[config.mk]
export PLATFORM = sky130hd
export DESIGN_NAME = uart_tx_mmio
export DESIGN_NICKNAME = d
export VERILOG_FILES = /design/src/rtl/uart_tx_mmio_pkg.sv /design/src/rtl/uart_tx_fifo.sv /design/src/rtl/uart_tx_mmio.sv
export SDC_FILE = /design/constraint.sdc
export NUM_CORES = 1
export LEC_CHECK = 0
export BUFFER_PORTS_ARGS = -buffer_cell sky130_fd_sc_hd__buf_2
export CAP_MARGIN = 20
export CORE_ASPECT_RATIO = 2
export CORE_MARGIN = 5
export CORE_UTILIZATION = 30
export DETAILED_ROUTE_END_ITERATION = 16
export HOLD_SLACK_MARGIN = 0.08
export PLACE_DENSITY = 0.45
export SYNTH_ARGS = -nofsm -noshare
export SYNTH_HDL_FRONTEND = slang
export SYNTH_SLANG_ARGS = --single-unit
[constraint.sdc]
create_clock -name clock -period 3.41 [get_ports clock]
set_input_delay 0.341 -clock clock [delete_from_list [all_inputs] [get_ports clock]]
set_output_delay 0.341 -clock clock [all_outputs]
set_load 0.02 [all_outputs]
[src/rtl/uart_tx_mmio_pkg.sv]
// Shared definitions for the memory-mapped UART transmitter: FSM states,
// status register bit positions and the default bus address.
package uart_tx_mmio_pkg;

    localparam logic [15:0] DEFAULT_BASE_ADDR = 16'h5a00;

    localparam int ST_SHIFTING = 0;
    localparam int ST_FULL     = 1;
    localparam int ST_EMPTY    = 2;
    localparam int ST_OVF      = 3;

    typedef enum logic [2:0] {
        S_IDLE,
        S_START,
        S_DATA,
        S_PARITY,
        S_STOP
    } tx_state_t;

    function automatic logic even_parity(input logic [7:0] b);
        return ^b;
    endfunction

endpackage

[src/rtl/uart_tx_fifo.sv]
// Synchronous byte FIFO with one extra pointer bit to separate full from empty.
// A push on a full FIFO is accepted only when a pop happens in the same cycle.
module uart_tx_fifo #(
    parameter int DEPTH = 4
) (
    input  logic                     clock,
    input  logic                     reset,
    input  logic                     push,
    input  logic                     pop,
    input  logic [7:0]               push_data,
    output logic [7:0]               pop_data,
    output logic                     full,
    output logic                     empty,
    output logic [$clog2(DEPTH):0]   count
);

    localparam int AW = $clog2(DEPTH);

    logic [7:0]  mem [DEPTH];
    logic [AW:0] wr_ptr;
    logic [AW:0] rd_ptr;
    logic        do_push;
    logic        do_pop;

    assign empty    = (wr_ptr == rd_ptr);
    assign full     = (wr_ptr[AW] != rd_ptr[AW]) && (wr_ptr[AW-1:0] == rd_ptr[AW-1:0]);
    assign count    = wr_ptr - rd_ptr;
    assign do_pop   = pop && !empty;
    assign do_push  = push && (!full || do_pop);
    assign pop_data = mem[rd_ptr[AW-1:0]];

    always_ff @(posedge clock or posedge reset) begin
        if (reset) begin
            wr_ptr <= '0;
            rd_ptr <= '0;
        end else begin
            if (do_push) wr_ptr <= wr_ptr + 1'b1;
            if (do_pop)  rd_ptr <= rd_ptr + 1'b1;
        end
    end

    // NOTE: storage is not reset; the pointers alone decide which entries are valid.
    always_ff @(posedge clock) begin
        if (do_push) mem[wr_ptr[AW-1:0]] <= push_data;
    end

endmodule

[src/rtl/uart_tx_mmio.sv]
// Memory-mapped UART transmitter: bus decode, status register, TX FIFO and serialiser.
// Define UART_TX_PARITY_EN to insert an even-parity bit (8E1); otherwise frames are 8N1.
module uart_tx_mmio
    import uart_tx_mmio_pkg::*;
#(
    parameter logic [15:0] BASE_ADDR    = DEFAULT_BASE_ADDR,
    parameter int          CLKS_PER_BIT = 16,
    parameter int          FIFO_DEPTH   = 4
) (
    input  logic        clock,
    input  logic        reset,
    input  logic [15:0] address,
    input  logic        write_en,
    input  logic [7:0]  data_in,
    output logic [7:0]  data_out,
    output logic        sel,
    output logic        tx,
    output logic        busy
);

    localparam int          AW        = $clog2(FIFO_DEPTH);
    localparam int          CW        = (CLKS_PER_BIT > 1) ? $clog2(CLKS_PER_BIT) : 1;
    localparam logic [CW-1:0] LAST_CLK = CW'(CLKS_PER_BIT - 1);
    localparam logic [15:0] STAT_ADDR = BASE_ADDR + 16'd1;

    tx_state_t     state;
    logic [CW-1:0] clk_cnt;
    logic [2:0]    bit_idx;
    logic [7:0]    shift_reg;
    logic          overflow;

    logic          hit_data;
    logic          hit_stat;
    logic          push;
    logic          ovf_clr;
    logic          bit_end;
    logic          shifting;
    logic          fifo_pop;
    logic          fifo_full;
    logic          fifo_empty;
    logic [7:0]    fifo_data;
    logic [AW:0]   fifo_count;
    logic [7:0]    status;

    assign hit_data = (address == BASE_ADDR);
    assign hit_stat = (address == STAT_ADDR);
    assign sel      = (address[15:1] == BASE_ADDR[15:1]);
    assign push     = write_en && hit_data;
    assign ovf_clr  = write_en && hit_stat && data_in[ST_OVF];
    assign bit_end  = (clk_cnt == LAST_CLK);
    assign shifting = (state != S_IDLE);
    assign busy     = shifting || !fifo_empty;
    // Pop on the idle->start edge, or at the last clock of STOP for back-to-back frames.
    assign fifo_pop = !fifo_empty && ((state == S_IDLE) || ((state == S_STOP) && bit_end));

    uart_tx_fifo #(
        .DEPTH(FIFO_DEPTH)
    ) u_fifo (
        .clock    (clock),
        .reset    (reset),
        .push     (push),
        .pop      (fifo_pop),
        .push_data(data_in),
        .pop_data (fifo_data),
        .full     (fifo_full),
        .empty    (fifo_empty),
        .count    (fifo_count)
    );

    // NOTE: every combinational output gets a default first so no latch is inferred.
    always_comb begin
        status               = 8'h00;
        status[ST_SHIFTING]  = shifting;
        status[ST_FULL]      = fifo_full;
        status[ST_EMPTY]     = fifo_empty;
        status[ST_OVF]       = overflow;
        data_out             = 8'h00;
        if (hit_data)      data_out = 8'(fifo_count);
        else if (hit_stat) data_out = status;
    end

    always_ff @(posedge clock or posedge reset) begin
        if (reset) begin
            overflow <= 1'b0;
        end else if (push && fifo_full && !fifo_pop) begin
            overflow <= 1'b1;
        end else if (ovf_clr) begin
            overflow <= 1'b0;
        end
    end

    always_ff @(posedge clock or posedge reset) begin
        if (reset) begin
            state     <= S_IDLE;
            tx        <= 1'b1;
            clk_cnt   <= '0;
            bit_idx   <= 3'd0;
            shift_reg <= 8'h00;
        end else begin
            case (state)
                S_IDLE: begin
                    if (fifo_pop) begin
                        shift_reg <= fifo_data;
                        state     <= S_START;
                        tx        <= 1'b0;
                        clk_cnt   <= '0;
                    end
                end
                S_START: begin
                    if (bit_end) begin
                        clk_cnt <= '0;
                        state   <= S_DATA;
                        tx      <= shift_reg[0];
                    end else begin
                        clk_cnt <= clk_cnt + 1'b1;
                    end
                end
                S_DATA: begin
                    if (bit_end) begin
                        clk_cnt <= '0;
                        bit_idx <= bit_idx + 3'd1;
                        if (bit_idx == 3'd7) begin
`ifdef UART_TX_PARITY_EN
                            state <= S_PARITY;
                            tx    <= even_parity(shift_reg);
`else
                            state <= S_STOP;
                            tx    <= 1'b1;
`endif
                        end else begin
                            tx <= shift_reg[bit_idx + 3'd1];
                        end
                    end else begin
                        clk_cnt <= clk_cnt + 1'b1;
                    end
                end
`ifdef UART_TX_PARITY_EN
                S_PARITY: begin
                    if (bit_end) begin
                        clk_cnt <= '0;
                        state   <= S_STOP;
                        tx      <= 1'b1;
                    end else begin
                        clk_cnt <= clk_cnt + 1'b1;
                    end
                end
`endif
                S_STOP: begin
                    if (bit_end) begin
                        clk_cnt <= '0;
                        if (fifo_pop) begin
                            shift_reg <= fifo_data;
                            state     <= S_START;
                            tx        <= 1'b0;
                        end else begin
                            state <= S_IDLE;
                        end
                    end else begin
                        clk_cnt <= clk_cnt + 1'b1;
                    end
                end
                default: begin
                    state <= S_IDLE;
                    tx    <= 1'b1;
                end
            endcase
        end
    end

endmodule
# After elaboration in Yosys (flattened, before gate mapping)
# Memory sizes are Yosys's and may differ from the RTL's.
# Index checks and enable logic that the tools add are counted.
# totals
regBits	26
memories	1
mem_bits_rw	32
input_bits	27
# classes
n_addsub	5
magnitude_cmp	1
muxes	27
n_reduce_logical	27
n_eq_ne	16
# memory_table
name	words	word_bits	rd	rd_ports_with_merged_regs	wr	line	text
u_fifo.mem	4	8	1	0	1	uart_tx_fifo.sv:19	logic [7:0] mem [DEPTH];
# ops
operator	count
$eq A16 B15 Y1 const B	2
$mux W4	4
$mux W8	2
$pmux W8 S2	1
$eq A15 B14 Y1 const B	1
$mux W3	5
$pmux W3 S4	1
$mux W1	11
$logic_and A1 B1 Y1	10
$ne A2 B2 Y1 const B	5
$add A3 B1 Y3 const B	3
$pmux W4 S2	1
$eq A3 B3 Y1 const B	2
$reduce_and A2 Y1	3
$reduce_bool A2 Y1	3
$reduce_and A5 Y1	1
$add A4 B1 Y4 const B	1
$eq A4 B4 Y1 const B	1
$lt A3 B4 Y1 const B	1
$pmux W1 S4	1
$bmux W1 S3	1
$eq A3 B1 Y1 const B	1
$eq A3 B2 Y1 const B	1
$eq A3 B3 Y1	1
other kinds (9)	13

# Depth between registers and ports, before layout
# logic_depth
word_depth	9
ltp_mapped	8

# By module
# From an unflattened synthesis, not the netlist that was laid out.
# unflattened
cells_unflattened	207
hier_area_um2	2839.0
# modules_own_cells
module	instances	cells_each	area_per_inst_um2
uart_tx_fifo	1	88	1612.8
uart_tx_mmio	1	119	1226.2

# Least setup slack after synthesis
# OpenSTA, ideal clock, no wires.
# synth_path
kind	flip-flop to flip-flop
from	register u_fifo.rd_ptr[1]
to	memory u_fifo.mem[0][0] (enable)
setup_ns	0.310
path_buffers	1
arrival_ns	2.151
setup_slack_ns	0.949
stages_incl_launch_ff	8
cell_sequence	dfrtp_1 clkbuf_1 inv_1 ha_1 nand2_1 and2b_1 a2111oi_4 and2_2
# synth_via
elab_chain_len	8
word_cells_on_any_way	11
classes_between	eq/ne (2); mux (2); reduce/logical (7)
# synth_lines
element	line	text
start: declaration	uart_tx_fifo.sv:21	logic [AW:0] rd_ptr;
start signal: assignment	uart_tx_fifo.sv:38	if (do_pop) rd_ptr <= rd_ptr + 1'b1;
$eq A3 B3 Y1	uart_tx_fifo.sv:25	assign empty = (wr_ptr == rd_ptr);
$logic_not A1 Y1	uart_tx_fifo.sv:28, uart_tx_mmio.sv:54	
$logic_and A1 B1 Y1	uart_tx_mmio.sv:54	assign fifo_pop = !fifo_empty && ((state == S_IDLE) || ((state == S_STOP) && bit_end));
$logic_and A1 B1 Y1	uart_tx_fifo.sv:28	assign do_pop = pop && !empty;
$logic_or A1 B1 Y1 (*)	uart_tx_fifo.sv:29	assign do_push = push && (!full || do_pop);
$logic_and A1 B1 Y1 (*)	uart_tx_fifo.sv:29	
$mux W1 (*)	uart_tx_fifo.sv:44	if (do_push) mem[wr_ptr[AW-1:0]] <= push_data;
$mux W1 (implied by the code) (*)	uart_tx_fifo.sv:44	
end: declaration	uart_tx_fifo.sv:19	
# Mark *: on every way between the ends. The rest lies on a longest branch, timed or not.

# Worst setup path after layout
# layout_path
from	register u_fifo.rd_ptr[1]
to	memory u_fifo.mem[1][7] (enable)
# Same word-level chain as after synthesis.

==> metrics.yaml <==
outcome: "finished clean"
p_sw_uw: 571
routed_wl_mm: 5.61
tns_ns: 0
p_int_uw: 1570
cts.hold.buffers_added: 0
async_flop_share_pct: 44.8
dp_slack_ns: 0.694
arrival_ns: 2.68
yosys-top-cells-count: "edfxtp_1, dfrtp_1, nor2_1"
synth_edf_count: 32
die_height_um: 146
synth_top_flop_cell: "edfxtp_1"
cap_violations: 0
drive_gt1_share_pct: 34.4
hold_class: "input port to async pin"
power.share.switching_pct: 26.6
yosysMostFrequentCell: "edfxtp_1"
grt_overflow: 0
final_area_um2: 3360
required_ns: 3.42
cts_buffers: 9
grt_pass1_vias: 1868
cts_tree: "built"
wl_per_cell_um: 16.2
dp_hpwl_mm: 4.51
path_clk_slew_ns: 0.05
drc: 0
area_growth_syn_to_layout_pct: 20.8
ir_drop_mv: 0.295
vias: 1677
cp_top_family: "simple AND/OR/NAND/NOR gates"
postSynthCellCount: 201
core-area_um2: 9010
cts.path.max_buffers: 2
grt_usage_pct: 10.5
yosysTopAreaCell: "edfxtp_1"
grt_pass1_wl_mm: 9.22
path_cells: "inv_1 -> ha_1 -> nand2_1 -> and2b_1 -> a2111oi_4 -> and2_2"
ys_seq_area_share_pct: 58.0
drt_iter0_drc: 83
relSlewSlack_pct: 61.6
synth_top_area_share_pct: 34.5
rsz0062_at_grt: "no"
postSynthAreaPerCell_um2: 13.8
dieArea_um2: 11400
fin_ws_ns: 0.737
utilization_pct: 37.3
htreeDepth: 3
finClkSkew_ns: 0.00157
power_leakage_uw: 0.00134
cp_max_fo: 11
synth_area_um2: 2780
seqPwrFrac_pct: 41.0
synth_area_leaders: "edfxtp_1, dfrtp_1, mux4_2"
post_cts_buffers: 0
yosysWarningCount: 0
dr.pass1.iters: 4
pin_count: 38
io_buffers: 33
max_slew.worst_pin.slew_ns: 0.576
gp_congestion: 0.717
setup_violations: 0
layout.nets: 277
rows: 49
maxSlewViolCount: 0
antenna_found_initial: 0
antenna_cells: 0
post-route-min-period_ns: 2.67
ys_types: 43
fillers: 885
clk_latency_ns: 0.32
fin_hold_ws_ns: 0.0766
comb_power_share_pct: 18.5
largest_reg_flops: 32
startpoint_type: "flip-flop"
fin_crit_sh_pct: 78.4
drtAntennaViolNets: 0
worstSetupPathType: "flip-flop to flip-flop"
vias_per_cell: 4.85
power_frac_clock_pct: 40.5
clock-root-buffer: "clkbuf_16"
max_freq_ghz: 0.374
powerDensity_nw_per_um2: 638
crit_buf_inv: 1
chipWidth_um: 78.1
ys_seq_elements: 58
start_util_pct: 30.9
hold_viol: 0
grt_max_degree: 17
placed_cell_area_um2: 3060
cpPeakStageDelay_ns: 0.62
cts_sinks: 58
cp-end-kind: "flip-flop"
cts.repair.resized: 0
worst_path_max_delay_cell: "dfrtp_1"
[worst paths after layout]
| kind | start | end | slack (ns) | cells after the start |
|---|---|---|---|---|
| min reg2reg | shift_reg[3] | shift_reg[3] | 0.50 | 1 |
| max | u_fifo.rd_ptr[1] | u_fifo.mem[1][7] | 0.74 | 6 |
| max in group asynchronous | reset | u_fifo.wr_ptr[0] | 2.85 | 3 |
| max reg2reg | u_fifo.rd_ptr[1] | u_fifo.mem[1][7] | 0.74 | 6 |
| min in group clock | data_in[6] | u_fifo.mem[2][6] | 0.24 | 1 |
| min | reset | state[1] | 0.08 | 2 |
[area by class of cell]
cell class                      instances  area (um2)  area share (%)
Sequential cell                        58        1610            48.0
Inverter                                8        30.0           0.894
Clock buffer                            9         225            6.70
Clock inverter                          7        70.1            2.09
Timing Repair Buffer                   36         208            6.18
Tap cell                              102         128            3.80
Multi-Input combinational cell        126        1090            32.3
[metal layers]
| metal | global-route usage (%) | up-vias | part of all wire, % | wire [um] |
|---|---|---|---|---|
| met1 | 9.61 | 831 | 34 | 1930 |
| met4 | 5.67 | 0 | 2.4 | 136 |
| li1 | - | 817 | - | - |
| met2 | 20.1 | 20 | 61 | 3400 |
| met3 | 2.71 | 9 | 2.5 | 142 |
| met5 | 0 | - | 0 | 0 |
[placed cells by master, fill, tap and decap left out, types with 6 or more instances in the layout]
cell type	synthesis	layout
inv_1	8	8
mux4_2	10	10
edfxtp_1	32	32
buf_2	3	33
o21ai_0	6	6
ha_1	10	10
nand2_1	13	13
mux2_2	10	10
clkbuf_16	0	9
a21oi_1	7	7
dfrtp_1	25	25
nor2_1	19	19
[through the flow]
stage | total power [uW] | std cells
after global placement | 1290 | 329
after CTS | 2180 | 346
after floorplan | 1190 | 204
after detailed placement | 1300 | 330
after global routing | 2250 | 346
final | 2140 | 346
[power groups by stage]
stage / clock network [uW] / logic (uW) / registers (uW)
5_1_grt: 921 / 443 / 890
2_1_floorplan: 0 / 311 / 876
3_3_place_gp: 0 / 399 / 892
6_report: 869 / 396 / 879
3_5_place_dp: 0 / 401 / 895
4_1_cts: 894 / 402 / 881
[kinds of logic (layout without fill, tap and decap cells)]
| group | after synthesis | in the layout | synth area share [%] |
|---|---|---|---|
| xor gates and xnor gates | 9 | 9 | 3.10 |
| other | 1 | 4 | 0.135 |
| muxes | 20 | 20 | 12.1 |
| DFF | 58 | 58 | 58.0 |
| adders and majority gates | 11 | 11 | 5.22 |
| AOI/OAI and AO/OA | 30 | 30 | 8.19 |
| buffers and inverters | 20 | 60 | 3.37 |
| and+or+nand+nor | 52 | 52 | 9.85 |
No activity file was read; power rests on OpenSTA's default activity.
